<file path="config.mk">
export PLATFORM = sky130hd
export DESIGN_NAME = tl_ul_arb2
export DESIGN_NICKNAME = d
export VERILOG_FILES = /design/src/rtl/tl_ul_arb2.sv
export SDC_FILE = /design/constraint.sdc
export NUM_CORES = 1
export LEC_CHECK = 0
export CAP_MARGIN = 20
export CORE_AREA = 8 8 144 146
export DETAILED_ROUTE_END_ITERATION = 7
export DIE_AREA = 0 0 152 154
export PLACE_DENSITY_LB_ADDON = 0.1
export SLEW_MARGIN = 20
export SYNTH_ARGS = -nofsm -noshare
export SYNTH_HDL_FRONTEND = slang
export SYNTH_SLANG_ARGS = --single-unit
</file>
<file path="constraint.sdc">
create_clock -name clock -period 3 [get_ports clock]
set_clock_uncertainty 0.15 [all_clocks]
set_input_delay 0.3 -clock clock [delete_from_list [all_inputs] [get_ports clock]]
set_output_delay 0.3 -clock clock [all_outputs]
set_load 0.005 [all_outputs]
</file>
<file path="src/rtl/tl_ul_arb2.sv">
// Two-master TL-UL arbiter: round-robin A-channel arbitration into a one-entry
// output slice, per-master outstanding limits, and combinational D-channel routing.
module tl_ul_arb2 #(
    parameter int MAX_OUTSTANDING = 4
) (
    input  logic        clock,
    input  logic        reset_n,
    input  logic        m0_a_valid,
    output logic        m0_a_ready,
    input  logic [78:0] m0_a_bits,
    input  logic        m1_a_valid,
    output logic        m1_a_ready,
    input  logic [78:0] m1_a_bits,
    output logic        s_a_valid,
    input  logic        s_a_ready,
    output logic [79:0] s_a_bits,
    input  logic        s_d_valid,
    output logic        s_d_ready,
    input  logic [45:0] s_d_bits,
    output logic        m0_d_valid,
    input  logic        m0_d_ready,
    output logic [44:0] m0_d_bits,
    output logic        m1_d_valid,
    input  logic        m1_d_ready,
    output logic [44:0] m1_d_bits,
    output logic        idle
);

    localparam logic [2:0] MAX_CNT = 3'(MAX_OUTSTANDING);

    logic        slice_valid_r;
    logic [79:0] slice_bits_r;
    logic        rr_ptr_r;
    logic [2:0]  cnt0_r;
    logic [2:0]  cnt1_r;

    logic        elig0_s, elig1_s, win1_s, loadable_s;
    logic        a_hs0_s, a_hs1_s, d_hs0_s, d_hs1_s, d_sel_s;
    logic [79:0] win_bits_s;
    logic [2:0]  cnt0_nxt_s, cnt1_nxt_s;

    // A response with nothing outstanding holds the counter at zero.
    function automatic logic [2:0] cnt_next(input logic [2:0] cnt, input logic inc, input logic dec);
        logic [2:0] res;
        case ({inc, dec})
            2'b10:   res = cnt + 3'd1;
            2'b01:   res = (cnt == 3'd0) ? 3'd0 : cnt - 3'd1;
            default: res = cnt;
        endcase
        return res;
    endfunction

    // Arbitration, A-channel handshakes and winner payload with tagged source.
    always_comb begin
        elig0_s    = m0_a_valid && (cnt0_r < MAX_CNT);
        elig1_s    = m1_a_valid && (cnt1_r < MAX_CNT);
        loadable_s = reset_n && (!slice_valid_r || s_a_ready);
        if (elig0_s && elig1_s) begin
            win1_s = rr_ptr_r;
        end else if (elig1_s) begin
            win1_s = 1'b1;
        end else begin
            win1_s = 1'b0;
        end
        m0_a_ready = loadable_s && elig0_s && !win1_s;
        m1_a_ready = loadable_s && elig1_s && win1_s;
        a_hs0_s    = m0_a_valid && m0_a_ready;
        a_hs1_s    = m1_a_valid && m1_a_ready;
        if (win1_s) begin
            win_bits_s = {m1_a_bits[78:70], 1'b1, m1_a_bits[69:0]};
        end else begin
            win_bits_s = {m0_a_bits[78:70], 1'b0, m0_a_bits[69:0]};
        end
    end

    // D-channel routing on source[2], plus counter next-state.
    always_comb begin
        d_sel_s    = s_d_bits[37];
        m0_d_valid = s_d_valid && !d_sel_s;
        m1_d_valid = s_d_valid && d_sel_s;
        m0_d_bits  = {s_d_bits[45:38], s_d_bits[36:0]};
        m1_d_bits  = {s_d_bits[45:38], s_d_bits[36:0]};
        s_d_ready  = d_sel_s ? m1_d_ready : m0_d_ready;
        d_hs0_s    = m0_d_valid && m0_d_ready;
        d_hs1_s    = m1_d_valid && m1_d_ready;
        cnt0_nxt_s = cnt_next(cnt0_r, a_hs0_s, d_hs0_s);
        cnt1_nxt_s = cnt_next(cnt1_r, a_hs1_s, d_hs1_s);
    end

    // Output slice, round-robin pointer and outstanding counters.
    always_ff @(posedge clock or negedge reset_n) begin
        if (!reset_n) begin
            slice_valid_r <= 1'b0;
            slice_bits_r  <= 80'd0;
            rr_ptr_r      <= 1'b0;
            cnt0_r        <= 3'd0;
            cnt1_r        <= 3'd0;
        end else begin
            if (a_hs0_s || a_hs1_s) begin
                slice_valid_r <= 1'b1;
                slice_bits_r  <= win_bits_s;
                rr_ptr_r      <= !win1_s;
            end else if (s_a_ready) begin
                slice_valid_r <= 1'b0;
            end else begin
                slice_valid_r <= slice_valid_r;
            end
            cnt0_r <= cnt0_nxt_s;
            cnt1_r <= cnt1_nxt_s;
        end
    end

    assign s_a_valid = slice_valid_r;
    assign s_a_bits  = slice_bits_r;
    assign idle      = !slice_valid_r && (cnt0_r == 3'd0) && (cnt1_r == 3'd0);

    tl_ul_arb2_chk #(.MAX_OUTSTANDING(MAX_OUTSTANDING)) u_chk (
        .clock   (clock),
        .reset_n (reset_n),
        .d_hs0   (d_hs0_s),
        .d_hs1   (d_hs1_s),
        .cnt0    (cnt0_r),
        .cnt1    (cnt1_r)
    );

endmodule

// Protocol checker: unsolicited responses and counter overflow.
module tl_ul_arb2_chk #(
    parameter int MAX_OUTSTANDING = 4
) (
    input logic       clock,
    input logic       reset_n,
    input logic       d_hs0,
    input logic       d_hs1,
    input logic [2:0] cnt0,
    input logic [2:0] cnt1
);

    localparam logic [2:0] MAX_CNT = 3'(MAX_OUTSTANDING);

    a_unsolicited_0: assert property (@(posedge clock) disable iff (!reset_n) !(d_hs0 && cnt0 == 3'd0));
    a_unsolicited_1: assert property (@(posedge clock) disable iff (!reset_n) !(d_hs1 && cnt1 == 3'd0));
    a_limit:         assert property (@(posedge clock) disable iff (!reset_n) cnt0 <= MAX_CNT && cnt1 <= MAX_CNT);

endmodule
</file>
==> results of run 1 <==
-- cell usage in the layout, fill, tap and decap left out, types with 2 or more instances in the layout --
cell             Yosys  final
a211oi_1             2      2
a21o_1               3      3
a21oi_1              3      3
a222oi_1             8      8
and2_1               2      2
buf_4               90      8
clkbuf_16            0      9
clkdlybuf4s50_1      0    252
clkinv_2             0      3
dfrtp_1             88     88
ha_1                 9      9
inv_1               16     16
inv_2                2      2
inv_6                0      2
mux2i_1              2      2
nand2_1              7      7
nand2b_1             3      3
nor2_1             145    145
nor2b_1              2      2
o21ai_0              6      6
o22ai_1             71     71
-- logic make-up after synthesis --
kind of cell    count (synthesis)  synth area share [%]
buf+inv                       132                 19.05
flops                          88                 48.67
compound gates                 97                 14.24
fa+ha+maj                       9                 2.489
mux                             3                0.6914
simple gates                  166                 14.85
-- cell type report --
cell class,instances,area share [%]
Clock buffer,9,3.246
Sequential cell,88,31.73
Timing Repair Buffer,262,37.65
Inverter,18,0.9737
Multi-Input combinational cell,275,21.17
Clock inverter,7,1.010
Tap cell,234,4.219
-- per-stage QoR --
step / hold WS, ns / util, % / std cells
final: 0.2967 / 37.60 / 893
after detailed placement: 0.1390 / 35.95 / 876
after global routing: 0.3291 / 37.60 / 893
after floorplan: -0.1456 / - / 495
after global placement: 0.1393 / 35.95 / 876
after CTS: 0.3059 / 37.60 / 893
-- per-layer routing --
layer / routed length, microns / vias to the layer above / track usage, %
met1: 6160 / 1873 / 14.84
met5: 12 / - / 0.2160
met4: 514 / 2 / 6.806
met2: 9125 / 233 / 26.09
li1: - / 1903 / -
met3: 2071 / 35 / 7.595
-- final timing paths --
path                                endpoint  depth (start not counted)  slack [ns]         start
worst min register to register  s_a_bits[70]                          2        0.34  s_a_bits[70]
worst max register to register     cnt0_r[0]                          6        0.88     cnt0_r[2]
min in group clock              s_a_bits[70]                          2        0.34  s_a_bits[70]
worst max-delay path              m0_a_ready                          5        0.38       reset_n
max in group asynchronous       s_a_bits[49]                          3        1.20       reset_n
worst min-delay path             s_a_bits[1]                          2        0.30       reset_n
-- flip-flops by register name (all words and copies together), names as in the netlist --
signal and flops:
cnt0_r 3, cnt1_r 3, rr_ptr_r 1, s_a_bits 80, s_a_valid 1
-- where the power goes --
group          leakage, nW  switching, mW  internal [mW]
Clock                0.146          0.507          0.648
Sequential           0.979          0.344           1.75
Combinational         1.70           1.05           1.54
Total                 2.82           1.90           3.93
-- worst max-delay path: stages --
cell	delay (ns)
dlygate4sd3_1	0.52
buf_4	0.40
nand4_4	0.19
inv_2	0.20
clkdlybuf4s50_1	0.54
-- cells in the mapped netlist (3+ instances only) --
cell	count
a21oi_1	3
nand2b_1	3
nor2_1	145
nand2_1	7
clkbuf_1	6
buf_2	16
buf_4	90
a21o_1	3
a222oi_1	8
dfrtp_1	88
o22ai_1	71
o21ai_0	6
ha_1	9
inv_1	16
==> results.json, run 1 <==
{
  "gp_congestion": 0.7422,
  "areaGrowthSynthToFinish_pct": 53.37,
  "yosysTopAreaCell": "dfrtp_1",
  "grt_pass1_vias": 4473,
  "dp_slack_ns": 0.5162,
  "numCtsBuffers": 9,
  "yosys_register_bits": 88,
  "path_class": "in -> out",
  "start_util_pct": 24.52,
  "synth_edf_count": 0,
  "cts_hold_buf": 1,
  "fillers": 1850,
  "drt_first_pass_iters": 4,
  "grtUsageTotal_pct": 15.02,
  "cp.required_ns": 2.55,
  "hold_violations": 0,
  "fin_setup_tns_ns": 0,
  "vias": 4046,
  "maxCapViolations": 0,
  "io_pins": 389,
  "hold_path.class": "in -> async",
  "end_kind": "output port",
  "critPathMaxFanout": 34,
  "peakVddDrop_v": 0.0002918,
  "antenna_found_initial": 1,
  "rows": 50,
  "ys_seq_area_share_pct": 48.67,
  "status": "completed",
  "synth_top_area_share_pct": 48.67,
  "synthTopCellsByArea": "dfrtp_1 49%, buf_4 15%, nor2_1 12%, o22ai_1 9.8%, ha_1 2.5%",
  "htreeDepth": 3,
  "yosys_warnings": 0,
  "p_per_area_nw_per_um2": 840.7,
  "drcViolationCount": 0,
  "syn_nets": 716,
  "cts.repair.resized": 0,
  "wirelength_microns": 17890,
  "syn_area_sq_um": 4524,
  "rsz0062_at_grt": "no",
  "wl_per_cell_microns": 20.03,
  "start_kind": "primary input",
  "syn_avg_cell_area_sq_um": 9.140,
  "setup_viol": 0,
  "n_antenna_cell": 0,
  "multiInputGateArea_sq_um": 1469,
  "clkTransAtPathRegs_ns": 0.07,
  "layout.area.seq_sq_um": 2202,
  "ys_types": 33,
  "worst_slew_pin_slew_ns": 0.8336,
  "clk_latency_ns": 0.34,
  "root_buffer": "clkbuf_16",
  "ctsLongestPathBuffers": 2,
  "viasPerCell": 4.531,
  "placed_area_sq_um": 6634,
  "grt_max_degree": 72,
  "worstPathArrival_ns": 2.17,
  "finalMaxSlewViolations": 0,
  "slew_headroom_pct": 44.43,
  "grt_first_pass_wirelength_microns": 27360,
  "period_needed_ns": 2.618,
  "tritoncts": "done",
  "p_leak_nw": 2.822,
  "layout-drive-gt1-share_pct": 4.704,
  "overflow": 0,
  "setup_slack_ns": 0.3816,
  "drtAntennaViolNets": 0,
  "cts_sinks": 88,
  "async_flop_share_pct": 100.0,
  "die_area_sq_um": 23410,
  "fin_nets": 875,
  "portBuffers": 253,
  "core_sq_um": 18460,
  "fmax_mhz": 381.9,
  "total_power_mw": 5.834,
  "fp.dieH_microns": 154,
  "period_share_pct": 87.28,
  "ys.flop_type": "dfrtp_1",
  "syn_inst": 495,
  "die_w_microns": 152,
  "drt_iter0_drc": 193,
  "postCtsSetupRepairBufs": 0,
  "hpwl_microns": 13640,
  "final_cell_area_sq_um": 6939
}
Power figures use the tool's default switching activity.
==> inputs of run 2 (changes only) <==
--- a/config.mk
+++ b/config.mk
@@ -6,10 +6,10 @@
 export NUM_CORES = 1
 export LEC_CHECK = 0
 export CAP_MARGIN = 20
-export CORE_AREA = 8 8 144 146
+export CORE_AREA = 8 8 165 128
 export DETAILED_ROUTE_END_ITERATION = 7
-export DIE_AREA = 0 0 152 154
-export PLACE_DENSITY_LB_ADDON = 0.1
+export DIE_AREA = 0 0 173 136
+export PLACE_DENSITY = 0.65
 export SLEW_MARGIN = 20
 export SYNTH_ARGS = -nofsm -noshare
 export SYNTH_HDL_FRONTEND = slang
==> run 2 against run 1 <==
Net effect: combinational power decreased by 2%; sequential share of layout area decreased by 0.26 points; final area grew 0.81%; critical path depth decreased by 1; first-iteration DRC count is 21% lower; clock power grew 6%; critical path type is now reg -> out; sequential power hardly changed; largest power group unchanged; clock-buffer cell count is 1 higher; utilization down 0.23 points; worst setup slack better by 0.19 ns.
==> results.json, run 2 (same netlist as run 1, synthesis figures left out) <==
{
  "final_cell_area_sq_um": 6995,
  "finalMaxSlewViolations": 0,
  "largest_reg_flops": 80,
  "p_seq_share_pct": 35.8,
  "start_kind": "register",
  "tritoncts": "done",
  "placed_area_sq_um": 6665,
  "critical_path.slowest_cell": "clkdlybuf4s50_1",
  "met1_usage_pct": 15.90,
  "drtAntennaViolNets": 0,
  "cpPeakStageDelay_ns": 0.54,
  "cp.required_ns": 2.55,
  "cts_hold_buf": 1,
  "viasPerCell": 4.422,
  "switching_share_pct": 31.36,
  "cts.repair.resized": 0,
  "die_w_microns": 173,
  "critPathMaxFanout": 9,
  "fmax_mhz": 412.5,
  "fin_cells": 911,
  "grt_first_pass_wirelength_microns": 25200,
  "critPathLaunch": "cnt0_r[2]",
  "setup_viol": 0,
  "power.share.clock_pct": 20.9,
  "hpwl_microns": 12400,
  "root_buffer": "clkbuf_16",
  "status": "completed",
  "postCtsSetupRepairBufs": 0,
  "layout_commonest_cell": "clkdlybuf4s50_1",
  "overflow": 0,
  "slew_headroom_pct": 43.99,
  "end_kind": "output port",
  "numCtsBuffers": 9,
  "layout-drive-gt1-share_pct": 4.559,
  "core_sq_um": 18720,
  "ctsLongestPathBuffers": 2,
  "worst_slew_pin_slew_ns": 0.8402,
  "peakVddDrop_v": 0.0003932,
  "cts_sinks": 88,
  "areaGrowthSynthToFinish_pct": 54.62,
  "p_leak_nw": 2.834,
  "worstPathArrival_ns": 1.97,
  "worst-path-stages": 4,
  "r2r_cells": 6,
  "n_antenna_cell": 0,
  "grtUsageTotal_pct": 13.55,
  "antenna_found_initial": 0,
  "crit_buf_inv": 2,
  "path_class": "reg -> out",
  "wl_per_cell_microns": 18.02,
  "drt_iter0_drc": 152,
  "rows": 44,
  "drcViolationCount": 0,
  "grt_pass1_vias": 4256,
  "gp_congestion": 0.7388,
  "fin_nets": 875,
  "crit_family": "buffers and inverters",
  "vias": 4028,
  "period_needed_ns": 2.424,
  "reg2reg_slack_ns": 0.91,
  "clkTransAtPathRegs_ns": 0.07,
  "p_per_area_nw_per_um2": 840.3,
  "gr-max-usage-layer": "met2",
  "grt_max_degree": 73,
  "r2r-end": "s_a_bits[51]",
  "switching_power_mw": 1.843,
  "period_share_pct": 80.80,
  "wirelength_microns": 16410,
  "internal_power_mw": 4.035,
  "layout_common_cells": "252 x clkdlybuf4s50_1, 145 x nor2_1, 88 x dfrtp_1, 71 x o22ai_1, 16 x inv_1",
  "use_met2_pct": 20.42,
  "crit_chain": "nor2b_2 > nand4_4 > inv_2 > clkdlybuf4s50_1",
  "r2r_start": "cnt0_r[2]",
  "clk_latency_ns": 0.34,
  "hold_violations": 0,
  "hold_path.class": "reg -> reg",
  "io_pins": 389,
  "crit_end": "m0_a_ready",
  "rsz0062_at_grt": "no",
  "start_util_pct": 24.17,
  "die_area_sq_um": 23530,
  "portBuffers": 253,
  "fin_setup_tns_ns": 0,
  "grtUsageMet3_pct": 8.770,
  "htreeDepth": 3,
  "finalCoreUtilization_pct": 37.37,
  "power_frac_comb_pct": 43.3,
  "maxCapViolations": 0,
  "drt_first_pass_iters": 4,
  "fp.dieH_microns": 136,
  "dpl.cell_count": 895
}
run 2: layout make-up:
class,instances,area (sq um)
Fill cell,1914,11720
Timing Repair Buffer,262,2613
Sequential cell,88,2202
Multi-Input combinational cell,275,1476
Tap cell,253,316.6
Clock buffer,10,239.0
Clock inverter,5,81.33
Inverter,18,67.56
run 2: power groups by stage:
| stage | sequential, mW | combinational [mW] | clock, mW |
|---|---|---|---|
| after global placement | 2.11 | 2.57 | 0 |
| final | 2.11 | 2.54 | 1.23 |
| after detailed placement | 2.12 | 2.59 | 0 |
| after global routing | 2.18 | 2.80 | 1.33 |
| after CTS | 2.11 | 2.60 | 1.29 |
| after floorplan | 2.11 | 1.03 | 0 |
run 2: worst min-delay path, cell delays in order, from the launching register on:
cell and delay [ns]:
dfrtp_1 0.34, nand2_1 0.05, nand2_1 0.05
run 2: worst min-delay path by stage:
| stage | startpoint | endpoint | slack (ns) | depth (start not counted) |
|---|---|---|---|---|
| floorplan | reset_n | cnt0_r[0] | -0.15 | 0 |
| global placement | reset_n | s_a_bits[9] | 0.31 | 2 |
| detailed placement | reset_n | s_a_valid | 0.32 | 2 |
| CTS | s_a_bits[70] | s_a_bits[70] | 0.34 | 2 |
| global route | m1_a_bits[14] | s_a_bits[14] | 0.36 | 3 |
| finish | s_a_bits[70] | s_a_bits[70] | 0.33 | 2 |
run 2: metal layers:
metal  wire length (microns)  vias up  part of all wire, %
met5                       0        -                    0
met4                     131        0                 0.80
met3                    2301       11                   14
met2                    7289      277                   44
met1                    6693     1831                   41
li1                        -     1909                    -
run 2: stage by stage:
stage / power, mW / worst slack, ns / hold slack, ns
6_report: 5.878 / 0.5760 / 0.3257
5_1_grt: 6.317 / 0.4357 / 0.3594
4_1_cts: 5.998 / 0.5310 / 0.3378
3_5_place_dp: 4.711 / 0.5917 / 0.3219
3_3_place_gp: 4.681 / 0.5886 / 0.3059
2_1_floorplan: 3.145 / 1.030 / -0.1456
==> inputs of run 3 (changes only) <==
--- a/config.mk
+++ b/config.mk
@@ -9,7 +9,7 @@
 export CORE_AREA = 8 8 165 128
 export DETAILED_ROUTE_END_ITERATION = 7
 export DIE_AREA = 0 0 173 136
-export PLACE_DENSITY = 0.65
+export PLACE_DENSITY = 0.68
 export SLEW_MARGIN = 20
 export SYNTH_ARGS = -nofsm -noshare
 export SYNTH_HDL_FRONTEND = slang
==> constraint.sdc (replaced) <==
create_clock -name clock -period 2.2 [get_ports clock]
set_clock_uncertainty 0.15 [all_clocks]
set_input_delay 0.22 -clock clock [delete_from_list [all_inputs] [get_ports clock]]
set_output_delay 0.22 -clock clock [all_outputs]
set_load 0.005 [all_outputs]
==> run 3 against run 2 <==
Net effect: clock power increased by 28%; via count increased by 0.22%; global-route usage about the same; sequential power increased by 36%; worst setup slack got worse by 0.42 ns; first-iteration DRC count increased by 7.2%; non-clock buffer count increased by 7; final cell count increased by 0.88%; flip-flop and latch count unchanged; critical path depth increased by 1; combinational power increased by 41%; final area increased by 1.0%; highest routed layer unchanged.
==> results.json, run 3 (same netlist as run 1, synthesis figures left out) <==
{
  "grt_first_pass_wirelength_microns": 25320,
  "tritoncts": "done",
  "maxCapViolations": 0,
  "ctsLongestPathBuffers": 2,
  "io_pins": 389,
  "clkTransAtPathRegs_ns": 0.07,
  "areaGrowthSynthToFinish_pct": 56.19,
  "hold_violations": 0,
  "status": "completed",
  "cp.required_ns": 1.83,
  "p_per_area_nw_per_um2": 1135,
  "fin_setup_tns_ns": 0,
  "clk_latency_ns": 0.34,
  "overflow": 0,
  "grtUsageTotal_pct": 13.55,
  "p_leak_nw": 2.894,
  "rsz0062_at_grt": "no",
  "layout_commonest_cell": "clkdlybuf4s50_1",
  "root_buffer": "clkbuf_16",
  "rows": 44,
  "finalMaxSlewViolations": 0,
  "drt_iter0_drc": 163,
  "wirelength_met1_microns": 6845,
  "path_class": "reg -> out",
  "critPathMaxFanout": 4,
  "wl_per_cell_microns": 17.78,
  "dr_wl_met2_microns": 7051,
  "hpwl_microns": 12490,
  "end_kind": "output port",
  "slew_headroom_pct": 53.89,
  "fin_nets": 882,
  "drtAntennaViolNets": 0,
  "layout.area.seq_sq_um": 2203,
  "antenna_found_initial": 0,
  "portBuffers": 253,
  "fillers": 1874,
  "layout_common_cells": "249 x clkdlybuf4s50_1, 145 x nor2_1, 87 x dfrtp_1, 71 x o22ai_1, 16 x inv_1",
  "fp.dieH_microns": 136,
  "htreeDepth": 3,
  "drt_first_pass_iters": 6,
  "cpPeakStageDelay_ns": 0.41,
  "core_sq_um": 18720,
  "route.met3.wl_microns": 2221,
  "worst_slew_pin_slew_ns": 0.6917,
  "start_util_pct": 24.17,
  "critical_path.slowest_cell": "dfrtp_1",
  "path_common_cell": "ha_1",
  "period_share_pct": 93.03,
  "layout-drive-gt1-share_pct": 5.706,
  "die_area_sq_um": 23530,
  "dpl.cell_count": 901,
  "period_needed_ns": 2.047,
  "top_layer_used": "met4",
  "cts_sinks": 88,
  "die_w_microns": 173,
  "hold_path.class": "in -> async",
  "whs_ns": 0.1078,
  "largest_reg_flops": 80,
  "viasPerCell": 4.393,
  "crit_chain": "inv_1 > ha_1 > ha_1 > nor4bb_4 > dlygate4sd2_1",
  "vias": 4037,
  "start_kind": "register",
  "finalCoreUtilization_pct": 37.75,
  "n_antenna_cell": 0,
  "peakVddDrop_v": 0.0004796,
  "wirelength_microns": 16340,
  "setup_viol": 0,
  "multiInputGateArea_sq_um": 1489,
  "fmax_mhz": 488.6,
  "worstPathArrival_ns": 1.68,
  "fin_cells": 919,
  "numCtsBuffers": 9,
  "drcViolationCount": 0,
  "gp_congestion": 0.8017,
  "grt_max_degree": 72,
  "grt_pass1_vias": 4332
}
==> run 3: metrics by stage <==
step / power (mW) / area, sq um / setup WS [ns]
6_report: 8.022 / 7067 / 0.1534
3_3_place_gp: 6.425 / 6728 / 0.1086
3_5_place_dp: 6.478 / 6728 / 0.01836
5_1_grt: 8.650 / 7067 / 0.009462
2_1_floorplan: 4.288 / 4524 / 0.2303
4_1_cts: 8.158 / 7051 / 0.01096
==> run 3: path summary, 6_finish.rpt <==
kind                              startpoint            end  slack (ns)  cells past startpoint
worst max register to register     cnt1_r[2]      cnt1_r[0]        0.25                      6
worst max-delay path               cnt0_r[0]           idle        0.15                      5
max in group asynchronous            reset_n   s_a_bits[49]        0.86                      3
worst min-delay path                 reset_n      cnt0_r[2]        0.11                      2
min in group clock              s_d_bits[44]  m0_d_bits[43]        0.29                      0
worst min register to register  s_a_bits[70]   s_a_bits[70]        0.34                      2
==> run 3: final cells by class <==
cell class                 count  area share (%)
clock inverter                 4          0.7613
sequential                    88           31.18
inverter                      18          0.9561
tap                          253           4.479
timing repair buffer         269           38.07
clock buffer                  12           3.488
multi-input combinational    275           21.07
==> run 3: metal layers <==
| metal | global-route usage [%] | up-vias |
|---|---|---|
| met4 | 4.157 | 0 |
| met2 | 19.85 | 269 |
| met1 | 15.86 | 1835 |
| met3 | 8.965 | 13 |
| met5 | 0.2075 | - |
| li1 | - | 1920 |
==> run 3: power breakdown <==
group / internal (mW) / switching (mW)
sequential: 2.39 / 0.471
combinational: 2.18 / 1.42
clock: 0.915 / 0.656
total: 5.48 / 2.54
==> run 3: repair_timing <==
item,4_1_cts,5_1_grt
buffers inserted,0,1
resized for setup,4,3
hold endpoints to repair,37,0
hold buffers,1,0
setup endpoints to repair,2,1
==> run 3: worst max-delay path: cells and delay by family (launching register included) <==
kind                       cells  cell delay, ns
adders and majority gates      2            0.39
buffers and inverters          2            0.33
DFF                            1            0.41
and+or+nand+nor                1            0.20
